## src/rtl/id_ex_pipe.sv

```systemverilog
// ID/EX pipeline register with load-use hazard detection, stall/flush
// control and saturating bubble/flush event counters.
module id_ex_pipe #(
    parameter int unsigned XLEN  = 32,
    parameter int unsigned CNT_W = 16
) (
    input  logic             clk,
    input  logic             rst,
    input  logic             id_valid,
    input  logic [XLEN-1:0]  id_pc,
    input  logic [4:0]       id_rs1,
    input  logic [4:0]       id_rs2,
    input  logic [4:0]       id_rd,
    input  logic             id_uses_rs1,
    input  logic             id_uses_rs2,
    input  logic [XLEN-1:0]  id_rs1_data,
    input  logic [XLEN-1:0]  id_rs2_data,
    input  logic [XLEN-1:0]  id_imm,
    input  logic [3:0]       id_alu_op,
    input  logic             id_reg_write,
    input  logic             id_mem_read,
    input  logic             id_mem_write,
    input  logic             flush,
    input  logic             mem_busy,
    output logic             stall_id,
    output logic             ex_valid,
    output logic [XLEN-1:0]  ex_pc,
    output logic [XLEN-1:0]  ex_rs1_data,
    output logic [XLEN-1:0]  ex_rs2_data,
    output logic [XLEN-1:0]  ex_imm,
    output logic [4:0]       ex_rs1,
    output logic [4:0]       ex_rs2,
    output logic [4:0]       ex_rd,
    output logic [3:0]       ex_alu_op,
    output logic             ex_reg_write,
    output logic             ex_mem_read,
    output logic             ex_mem_write,
    output logic [CNT_W-1:0] bubble_cnt,
    output logic [CNT_W-1:0] flush_cnt
);

    localparam int unsigned REG_W = 5;
    localparam int unsigned OP_W  = 4;

    // Payload held in the EX slot; all-zero is a bubble.
    typedef struct packed {
        logic             valid;
        logic [XLEN-1:0]  pc;
        logic [XLEN-1:0]  rs1_data;
        logic [XLEN-1:0]  rs2_data;
        logic [XLEN-1:0]  imm;
        logic [REG_W-1:0] rs1;
        logic [REG_W-1:0] rs2;
        logic [REG_W-1:0] rd;
        logic [OP_W-1:0]  alu_op;
        logic             reg_write;
        logic             mem_read;
        logic             mem_write;
    } ex_slot_t;

    ex_slot_t ex_q;
    ex_slot_t id_slot;
    logic     hazard;
    logic     rs1_hit;
    logic     rs2_hit;

    // Pack decode inputs; control bits are qualified by id_valid.
    always_comb begin
        id_slot           = '0;
        id_slot.valid     = id_valid;
        id_slot.pc        = id_pc;
        id_slot.rs1_data  = id_rs1_data;
        id_slot.rs2_data  = id_rs2_data;
        id_slot.imm       = id_imm;
        id_slot.rs1       = id_rs1;
        id_slot.rs2       = id_rs2;
        id_slot.rd        = id_rd;
        id_slot.alu_op    = id_alu_op;
        id_slot.reg_write = id_reg_write & id_valid;
        id_slot.mem_read  = id_mem_read  & id_valid;
        id_slot.mem_write = id_mem_write & id_valid;
    end

    // Load-use detection against the load currently in EX; x0 never hazards.
    always_comb begin
        rs1_hit = id_uses_rs1 & (id_rs1 == ex_q.rd);
        rs2_hit = id_uses_rs2 & (id_rs2 == ex_q.rd);
        hazard  = ex_q.valid & ex_q.mem_read & (ex_q.rd != REG_W'(0))
                & id_valid & (rs1_hit | rs2_hit);
    end

    assign stall_id = (hazard & ~flush) | mem_busy;

    // EX slot and counters: reset > flush > mem_busy hold > hazard bubble > load.
    always_ff @(posedge clk) begin
        if (rst) begin
            ex_q       <= '0;
            bubble_cnt <= '0;
            flush_cnt  <= '0;
        end else if (flush) begin
            ex_q <= '0;
            if (flush_cnt != {CNT_W{1'b1}}) begin
                flush_cnt <= flush_cnt + CNT_W'(1);
            end
        end else if (mem_busy) begin
            ex_q <= ex_q;
        end else if (hazard) begin
            ex_q <= '0;
            if (bubble_cnt != {CNT_W{1'b1}}) begin
                bubble_cnt <= bubble_cnt + CNT_W'(1);
            end
        end else begin
            ex_q <= id_slot;
        end
    end

    assign ex_valid     = ex_q.valid;
    assign ex_pc        = ex_q.pc;
    assign ex_rs1_data  = ex_q.rs1_data;
    assign ex_rs2_data  = ex_q.rs2_data;
    assign ex_imm       = ex_q.imm;
    assign ex_rs1       = ex_q.rs1;
    assign ex_rs2       = ex_q.rs2;
    assign ex_rd        = ex_q.rd;
    assign ex_alu_op    = ex_q.alu_op;
    assign ex_reg_write = ex_q.reg_write;
    assign ex_mem_read  = ex_q.mem_read;
    assign ex_mem_write = ex_q.mem_write;

endmodule

```

## config.mk

```make
export PLATFORM = sky130hd
export DESIGN_NAME = id_ex_pipe
export DESIGN_NICKNAME = d
export VERILOG_FILES = /design/src/rtl/id_ex_pipe.sv
export SDC_FILE = /design/constraint.sdc
export NUM_CORES = 1
export LEC_CHECK = 0
export CAP_MARGIN = 20
export CORE_MARGIN = 1
export CORE_UTILIZATION = 35
export CTS_CLUSTER_DIAMETER = 40
export CTS_CLUSTER_SIZE = 16
export DETAILED_ROUTE_END_ITERATION = 6
export PLACE_DENSITY = 0.78
export SETUP_SLACK_MARGIN = 0.2
export SYNTH_ARGS = -nofsm -noshare
export SYNTH_HDL_FRONTEND = slang
export SYNTH_SLANG_ARGS = --single-unit
export TNS_END_PERCENT = 1
```

## constraint.sdc

```tcl
create_clock -name clk -period 2 [get_ports clk]
set_input_delay 0.2 -clock clk [delete_from_list [all_inputs] [get_ports clk]]
set_output_delay 0.2 -clock clk [all_outputs]
set_load 0.01 [all_outputs]
```

==> impl.org, run 1 <==
** Power
- For this design the static power due to leakage is 4.13 nW.
- Gate power share :: 0.115
- Internal power :: 0.00626 W
- Total power for the finished layout comes to 0.00806 W.
- Power spread over the standard cell area amounts to 723 nW/um^2.
- Proportion of power drawn by flip-flops and latches :: 0.474
- The share of total power dissipated in the clock network is 0.411.
- Of the total power, the share spent switching nets is 0.223.
- IR analysis of the VDD net gives a maximum drop of 0.000562 V.
- For this design the total switching power over the nets is 0.00180 W.

** Finish
- 0 antenna diodes ended up in the layout.
- Ratio of cells with drive above 1 in the final layout :: 0.122
- Most common cell after layout, fill and taps aside :: sky130_fd_sc_hd__clkdlybuf4s50_1
- Fin util :: 0.640
- Compared with the post-synthesis result, the final layout area differs by 77.3%.
- Summing all non-filler instances in the final layout gives an area of 11100 um^2.
- Nets :: 1077
- Commonest cells after routing, fill and taps aside :: sky130_fd_sc_hd__clkdlybuf4s50_1 (339), sky130_fd_sc_hd__dfxtp_1 (170), sky130_fd_sc_hd__a22o_1 (148), sky130_fd_sc_hd__buf_4 (25), sky130_fd_sc_hd__nor2_1 (24)

** Min path
- The startpoint identified for the worst hold timing path is id_rs1_data[16].
- The tightest min-delay check is of the input port to flip-flop type.

** Worst setup path
- CP top delay family :: buffers and inverters
- In this design, the stage delay of the slowest critical-path cell is 380 ps.
- Arrival time at the worst endpoint :: 2370 ps
- Start-to-end type of the worst setup path :: flip-flop to flip-flop
- Buf+Inv Stages, Crit Path :: 4
- In this run the worst path has a maximum fanout of 19.
- The worst setup path is launched from a flip-flop.
- Cell repeated most along the worst path :: sky130_fd_sc_hd__buf_4
- The worst register-to-register path begins at ex_rd[1]$_SDFFE_PP0N_.
- Kind of capture point of the worst setup path :: flip-flop
- The slowest stage of the critical path is the sky130_fd_sc_hd__dfxtp_4 cell.
- The most critical setup path has its startpoint at ex_rd[1]$_SDFFE_PP0N_.
- For the worst setup path, the data required time is 2360 ps.
- Ordered list of cells on the worst path :: xnor2_1 > nand4_1 > buf_4 > o22ai_4 > buf_6 > a2111oi_4 > buf_4 > clkbuf_16 > a22o_1

** Yosys
- After synthesis, the largest family of logic cells by area is compound AO/OA/AOI/OAI gates.
- Of the total synthesized cell area, the portion taken by XOR and XNOR cells is 0.0279.
- Avg Inst Size Synth :: 11.3 um^2
- Fraction of the mapped netlist area in compound gates :: 0.258
- Of the total synthesized cell area, the portion taken by full adders, half adders and majority gates is 0.00398.
- Sequential share of the synthesized area :: 0.583
- After synthesis the netlist holds a flip-flop and latch count of 183.
- The biggest area contributor in the post-synthesis netlist is sky130_fd_sc_hd__dfxtp_1.
- Simple-gate portion of the synthesized area :: 0.0902
- For this run, the number of Yosys warnings is 0.
- The synthesized netlist occupies a cell area of 6280 um^2.
- The number of nets in the synthesized netlist is 713.
- Of the post-synthesis cell area, the dominant cell type holds 0.583.
- Post-synth EDFFs :: 0
- Of all flip-flops after synthesis, the portion carrying an async set or reset was 0.
- Number of distinct library cells after synthesis :: 41
- Dominant register cell in the synthesized netlist :: sky130_fd_sc_hd__dfxtp_1
- Synth top area cells :: sky130_fd_sc_hd__dfxtp_1 (58%), sky130_fd_sc_hd__a22o_1 (21%), sky130_fd_sc_hd__xnor2_1 (2.4%)
- Of the post-synthesis cell area, the part taken by muxes is 0.00876.
- Cell count after synthesis :: 554

** Clock tree
- TritonCTS built the clock tree.
- CTS HTree Levels :: 4
- TritonCTS created 17 clock buffers.
- The clock reaches the later pin of the worst-skew pair after 430 ps.
- The tree built by TritonCTS fans out to 183 sinks.
- Buffer type at the clock tree root :: sky130_fd_sc_hd__clkbuf_16
- After clock tree synthesis, the clock-pin slew on the worst setup and hold paths is 70 ps.
- Counting along the longest clock path gives a buffer depth of 2.
- Hold_buf cts :: 0

** STA
- In the finished design, the share of the clock period the worst path needs comes to 1.01.
- Final number of hold-violating endpoints :: 0
- Headroom to the max-slew limit came out at 0.750.
- Count of final setup violators :: 16
- For the finished layout, the period the worst path requires is 2020 ps.
- Timing would allow up to 496 MHz.
- At the pin with the least slew margin, the transition time is 375 ps.
- Layout Skew :: 19.0 ps
- Final setup margin :: -17.0 ps
- Final Slew Violations :: 0
- Sum of negative setup slack :: -82.5 ps
- Setup repair after global routing could not meet its margin everywhere.

** Route
- The count of nets left with antenna violations once routing finished came out at 0.
- Via-to-Cell Ratio :: 5.14
- DRT Wirelength :: 21400 um
- First-pass iteration count of the detailed router :: 4
- In the final routed layout, each cell accounts on average for 18.5 um.
- The first routing iteration left 322 violations.
- For this run, design rule violations remaining after detail routing come to 0.
- The detailed router placed 5926 vias in this run.

** Floorplanning
- The die is 136 um wide.
- The die covers 18500 um^2.
- Num rows :: 48
- 341 I/O pins were placed.
- Placeable core region :: 17400 um^2
- The die is 136 um tall.
- The initial utilization of the core area, before any placement, comes to 0.361.

** GRT
- The first global-routing pass estimated 31100 um of wire.
- Via count of the first global-routing pass :: 5759
- After global routing the overflow that remains totals 0.
- Number of antenna violations at the first check in global routing :: 0
- Entering global routing, the biggest net connects 77 pins.
- Across every metal layer, demand over resource in global routing totals 0.218.

** Placement
- Routability-driven placement finished with a final weighted congestion of 0.825.
- Place WS :: -322 ps
- Summing all placed instances gives a cell area of 10200 um^2.
- HPWL reported at the end of detailed placement :: 14200 um
- Number of input and output port buffers inserted :: 340

** Outcome
- The final reports fail on negative setup slack.
- Run status :: finished, violations left

** Job
- Maxcap violations :: 0
[sequential cells by signal, summed over array words and instances, names as in the netlist]
register,count
ex_rs2,5
ex_pc,32
ex_valid,1
bubble_cnt,16
ex_alu_op,4
ex_rs1,5
ex_rs1_data,32
ex_rd,5
ex_reg_write,1
ex_mem_write,1
ex_mem_read,1
ex_rs2_data,32
ex_imm,32
flush_cnt,16
[cell type report]
cell class	count	area [um^2]
inverter	2	7.51
sequential	183	3680
multi-input combinational	328	2570
clock inverter	9	118
fill	1374	6270
timing repair buffer	386	4020
clock buffer	21	460
tap	225	282
[power groups by stage]
stage	sequential [W]	clock [W]	combinational (W)
floorplan	0.00394	0	0.000212
global placement	0.00389	0	0.000856
detailed placement	0.00389	0	0.000868
CTS	0.00381	0.00336	0.000904
global route	0.00383	0.00351	0.000982
finish	0.00382	0.00331	0.000931
[final timing paths]
kind	cells past startpoint	to	slack, ps
setup reg to reg	9	ex_valid$_SDFFE_PP0N_	-20
hold reg to reg	1	ex_mem_write$_SDFFE_PP0N_	470
setup / recovery	9	ex_valid$_SDFFE_PP0N_	-20
hold / removal	2	ex_rs1_data[16]$_SDFFE_PP0N_	370
[per-layer routing]
metal | vias to the layer above | GRT usage | share of wire
met5 | - | 0 | 0
met4 | 0 | 0.0747 | 0.018
met3 | 23 | 0.0630 | 0.064
met2 | 208 | 0.357 | 0.50
met1 | 2850 | 0.272 | 0.42
li1 | 2845 | - | -
[repair_timing]
action	in CTS	in global routing
cloned	2	6
pin swaps	48	42
resized for setup	32	9
endpoints found under the setup margin	163	171
buffers inserted	5	0
[worst register-to-register path, delay by kind of cell (launching register included)]
family	cells	cell delay, ps
AO/OA/AOI/OAI	3	590
buffers and inverters	4	730
AND/OR/NAND/NOR	1	120
XOR/XNOR	1	120
flip-flops	1	380
[cell usage after synthesis, types with 6 or more instances]
| cell | number |
|---|---|
| sky130_fd_sc_hd__dfxtp_1 | 183 |
| sky130_fd_sc_hd__a22o_1 | 148 |
| sky130_fd_sc_hd__clkbuf_1 | 29 |
| sky130_fd_sc_hd__nor2_1 | 24 |
| sky130_fd_sc_hd__a21oi_1 | 20 |
| sky130_fd_sc_hd__nand4_1 | 18 |
| sky130_fd_sc_hd__xnor2_1 | 17 |
| sky130_fd_sc_hd__nand3_1 | 14 |
| sky130_fd_sc_hd__buf_2 | 11 |
| sky130_fd_sc_hd__nand2_1 | 10 |
| sky130_fd_sc_hd__and3_1 | 7 |
| sky130_fd_sc_hd__o21ai_0 | 7 |
| sky130_fd_sc_hd__o31ai_1 | 7 |
| sky130_fd_sc_hd__or4_1 | 7 |
| sky130_fd_sc_hd__or3_1 | 6 |
[kinds of logic (layout without fill, tap and decap cells)]
kind of cell,count (synthesis),after routing
simple gates,105,105
fa+ha+maj,2,2
mux,5,5
flops,183,183
buf+inv,43,418
compound gates,196,196
xor+xnor,20,20
[through the flow]
stage	hold slack [ps]	cells
2_1_floorplan	333	554
3_3_place_gp	447	1111
3_5_place_dp	454	1111
4_1_cts	357	1148
5_1_grt	364	1154
6_report	368	1154
Power figures use the tool's default switching activity.
==> run 2: changes to the inputs <==
--- a/config.mk
+++ b/config.mk
@@ -8,6 +8,7 @@
 export CAP_MARGIN = 20
 export CORE_MARGIN = 1
 export CORE_UTILIZATION = 35
+export CTS_BUF_LIST = sky130_fd_sc_hd__clkbuf_16
 export CTS_CLUSTER_DIAMETER = 40
 export CTS_CLUSTER_SIZE = 16
 export DETAILED_ROUTE_END_ITERATION = 6
==> run 2 against run 1 <==
The flow still finishes with violations (negative setup slack); sequential power hardly changed; cell count is 1.4% higher; fmax is 2.8% lower; total power is 0.44% lower; clock power is 2% lower; count of clock-buffer cells in the layout is 4 lower; utilization is 1.5 points higher; sequential cell count stayed put; first-iteration DRC count is 2.8% higher.
==> impl.org, run 2 (synthesis results as in run 1) <==
** STA
- The clock tree skew after final layout is 15.9 ps (was 19.0 ps).
- Final number of hold-violating endpoints :: 0 (unchanged)
- Unrepaired setup endpoints after global routing: yes (unchanged).
- The slew at the pin with the worst max-slew slack was 391 ps (was 375 ps).
- Sum of negative setup slack :: -4160 ps (was -82.5 ps)
- The final setup violation count is 116 (was 16).
- Highest attainable clock frequency :: 482 MHz (was 496 MHz)
- Worst slew margin relative to its limit :: 0.740 (was 0.750)
- Final Slew Violations :: 0 (unchanged)
- Fin crit period :: 2080 ps (was 2020 ps)
- The setup slack of the critical path after layout came to -75.3 ps (was -17.0 ps).
- Portion of the clock cycle consumed by the worst path in the final layout :: 1.04 (was 1.01)

** Finish
- The flip-flop and latch area came to 3690 um^2 (was 3680 um^2).
- Cell Count, Final, Fillers Out :: 1170 (was 1154)
- The count of fill cells added during filler insertion came to 1330 (was 1374).
- Most common cell after layout, fill and taps aside :: sky130_fd_sc_hd__clkdlybuf4s50_1 (unchanged)
- Ratio of cells with drive above 1 in the final layout :: 0.145 (was 0.122)
- The number of nets in the finished design came to 1092 (was 1077).
- The area overhead of the layout relative to synthesis came to 81.6% (was 77.3%).
- Commonest cells after routing, fill and taps aside :: sky130_fd_sc_hd__clkdlybuf4s50_1 (338), sky130_fd_sc_hd__dfxtp_1 (171), sky130_fd_sc_hd__a22o_1 (148), sky130_fd_sc_hd__buf_4 (36), sky130_fd_sc_hd__nor2_1 (23) (was sky130_fd_sc_hd__clkdlybuf4s50_1 (339), sky130_fd_sc_hd__dfxtp_1 (170), sky130_fd_sc_hd__a22o_1 (148), sky130_fd_sc_hd__buf_4 (25), sky130_fd_sc_hd__nor2_1 (24))
- Area taken by multi-input logic gates :: 2650 um^2 (was 2570 um^2)

** Placement
- The detailed-placement wirelength estimate was 14200 um (unchanged).
- The routability-driven placement congestion ratio is 0.825 (unchanged).
- Placed instance count :: 1111 (unchanged)
- Number of input and output port buffers inserted :: 340 (unchanged)

** Power
- Post-layout power :: 0.00802 W (was 0.00806 W)
- The static leakage power was 4.29 nW (was 4.13 nW).
- The areal power density over the cells came to 703 nW/um^2 (was 723 nW/um^2).
- The switching power came to 0.00182 W (was 0.00180 W).
- Clock network power share :: 0.403 (was 0.411)
- The peak supply drop came to 0.000561 V (was 0.000562 V).
- Gate power share :: 0.122 (was 0.115)
- Share of total power consumed by net switching :: 0.226 (was 0.223)
- The internal power of the cells was 0.00621 W (was 0.00626 W).
- The sequential power share came to 0.475 (was 0.474).

** Route
- The first-iteration detailed-routing DRC count came to 331 (was 322).
- The routed length per instance was 18.9 um (was 18.5 um).
- First-pass iteration count of the detailed router :: 4 (unchanged)
- Antenna-violating nets left :: 0 (unchanged)
- The detailed-route DRC error count is 0 (unchanged).
- The routed wire length is 22100 um (was 21400 um).
- The total via count after detailed routing was 6119 (was 5926).
- The average via count per standard cell was 5.23 (was 5.14).

** Floorplanning
- The number of I/O pins came to 341 (unchanged).
- Placeable core region :: 17400 um^2 (unchanged)
- The starting density of the core came to 0.361 (unchanged).
- Num rows :: 48 (unchanged)
- The x dimension of the die is 136 um (unchanged).
- Area enclosed by the die boundary :: 18500 um^2 (unchanged)
- The floorplan die height came to 136 um (unchanged).

** Clock tree
- The total clock buffers created by CTS came to 17 (unchanged).
- The CTS tree was done (unchanged).
- Clock-pin slew reported for the worst setup and hold paths after clock tree synthesis :: 70 ps (about the same)
- Buffer type at the clock tree root :: sky130_fd_sc_hd__clkbuf_16 (unchanged)
- The number of H-tree branching levels came to 4 (unchanged).
- The worst-skew pair later-pin latency was 420 ps (was 430 ps).
- Maximum root-to-sink buffer count :: 2 (unchanged)
- CTS sink count :: 183 (unchanged)

** GRT
- Fraction of met1 tracks used by global routing :: 0.297 (was 0.272)
- The initial antenna violation count came to 1 (was 0).
- Via count of the first global-routing pass :: 6107 (was 5759)
- Total congestion overflow :: 0 (unchanged)
- Total track usage :: 0.235 (was 0.218)
- The pin count of the biggest net entering global routing came to 77 (unchanged).
- The highest-utilization routing layer at the global route stage was met2 (unchanged).
- Global Route met3 Usage :: 0.0615 (was 0.0630)
- The first-pass GRT wire length was 33400 um (was 31100 um).
- The global routing usage on met2 came to 0.381 (was 0.357).

** Worst setup path
- The critical path arrival came to 2380 ps (was 2370 ps).
- The worst reg-to-reg path cell count was 11 (was 9).
- The largest fanout of any net on the critical path came to 9 (was 19).
- The launching element type of the critical path was a flip-flop (unchanged).
- Kind of capture point of the worst setup path :: flip-flop (unchanged)
- Data required time of the worst path :: 2310 ps (was 2360 ps)
- The kind of critical path was flip-flop to flip-flop (unchanged).
- Setup slack of the most critical reg-to-reg path :: -80 ps (was -20 ps)
- The worst reg2reg path startpoint is ex_rd[3]$_SDFFE_PP0N_ (was ex_rd[1]$_SDFFE_PP0N_).
- Worst flop-to-flop path endpoint :: ex_rs1_data[14]$_SDFFE_PP0N_ (was ex_valid$_SDFFE_PP0N_)

** Outcome
- Run status: finished, violations left (unchanged).
- Violated checks :: negative setup slack (unchanged)

** Min path
- The worst hold path class is input port to flip-flop (unchanged).
- The hold path depth came to 2 (unchanged).
- Worst Hold Path EP :: ex_rs1_data[5]$_SDFFE_PP0N_ (was ex_rs1_data[16]$_SDFFE_PP0N_)
- Launch point of the worst hold path :: id_rs1_data[5] (was id_rs1_data[16])

** Job
- The number of maximum-capacitance violations is 0 (unchanged).
==> run 2: changes by cell type in the layout (fill, tap and decap cells not counted), moves of 3 or more <==
cell / change
sky130_fd_sc_hd__buf_12: +3
sky130_fd_sc_hd__buf_16: +6
sky130_fd_sc_hd__buf_4: +11
sky130_fd_sc_hd__clkbuf_16: -5
sky130_fd_sc_hd__dfxtp_2: -3
sky130_fd_sc_hd__xnor2_1: -4
sky130_fd_sc_hd__xnor2_2: +4
==> run 2: worst max-delay path, cell delays in order, from the launching register on <==
cell,delay (ps)
sky130_fd_sc_hd__dfxtp_4,370
sky130_fd_sc_hd__xnor2_2,140
sky130_fd_sc_hd__nand4_1,160
sky130_fd_sc_hd__buf_4,180
sky130_fd_sc_hd__o22ai_4,140
sky130_fd_sc_hd__buf_6,140
sky130_fd_sc_hd__a2111oi_4,60
sky130_fd_sc_hd__buf_6,130
sky130_fd_sc_hd__buf_12,120
sky130_fd_sc_hd__buf_12,130
sky130_fd_sc_hd__buf_16,140
sky130_fd_sc_hd__a22o_1,240
==> run 2: cell type report <==
class                   count  share of cell area
diodes                      1            0.000219
clock buffers              17              0.0373
clock inverters            13              0.0116
inverters                   2            0.000658
multi-input cells         328               0.232
flip-flops and latches    183               0.323
well taps                 225              0.0247
repair buffers            401               0.370
==> run 2: how the worst max path moves through the flow <==
stage,start,to
finish,ex_rd[3]$_SDFFE_PP0N_,ex_rs1_data[14]$_SDFFE_PP0N_
global route,ex_rd[4]$_SDFFE_PP0N_,ex_alu_op[2]$_SDFFE_PP0N_
CTS,ex_rd[3]$_SDFFE_PP0N_,ex_rs1_data[30]$_SDFFE_PP0N_
detailed placement,id_rs2[2],stall_id
global placement,id_rs2[2],stall_id
floorplan,ex_rd[3]$_SDFFE_PP0N_,bubble_cnt[2]$_SDFFE_PP0P_
==> run 2: metal layers <==
metal,up-vias,part of all wire
met5,-,0
met4,0,0.027
li1,2888,-
met1,2934,0.41
met3,38,0.069
met2,259,0.49
==> run 2: power groups by stage <==
stage | combinational, W | clock, W | sequential (W)
after floorplan | 0.000212 | 0 | 0.00394
after global placement | 0.000856 | 0 | 0.00389
after detailed placement | 0.000868 | 0 | 0.00389
after CTS | 0.000977 | 0.00327 | 0.00381
after global routing | 0.00103 | 0.00344 | 0.00382
final | 0.000978 | 0.00323 | 0.00381
==> run 2: stage by stage <==
| step | util | hold slack, ps | instance area (um^2) | worst slack, ps |
|---|---|---|---|---|
| final | 0.655 | 377 | 11400 | -75.3 |
| after global routing | 0.655 | 368 | 11400 | -171 |
| after CTS | 0.652 | 362 | 11400 | -41.1 |
| after detailed placement | 0.585 | 454 | 10200 | -322 |
| after global placement | 0.585 | 447 | 10200 | -334 |
| after floorplan | - | 333 | 6350 | 189 |
==> run 2: repair_timing <==
item | 4_1_cts | 5_1_grt
cloned | 9 | 0
resized for setup | 46 | 15
pin swaps | 105 | 28
setup buffers | 19 | 0
setup endpoints to repair | 163 | 171
hold buffers | 0 | 0
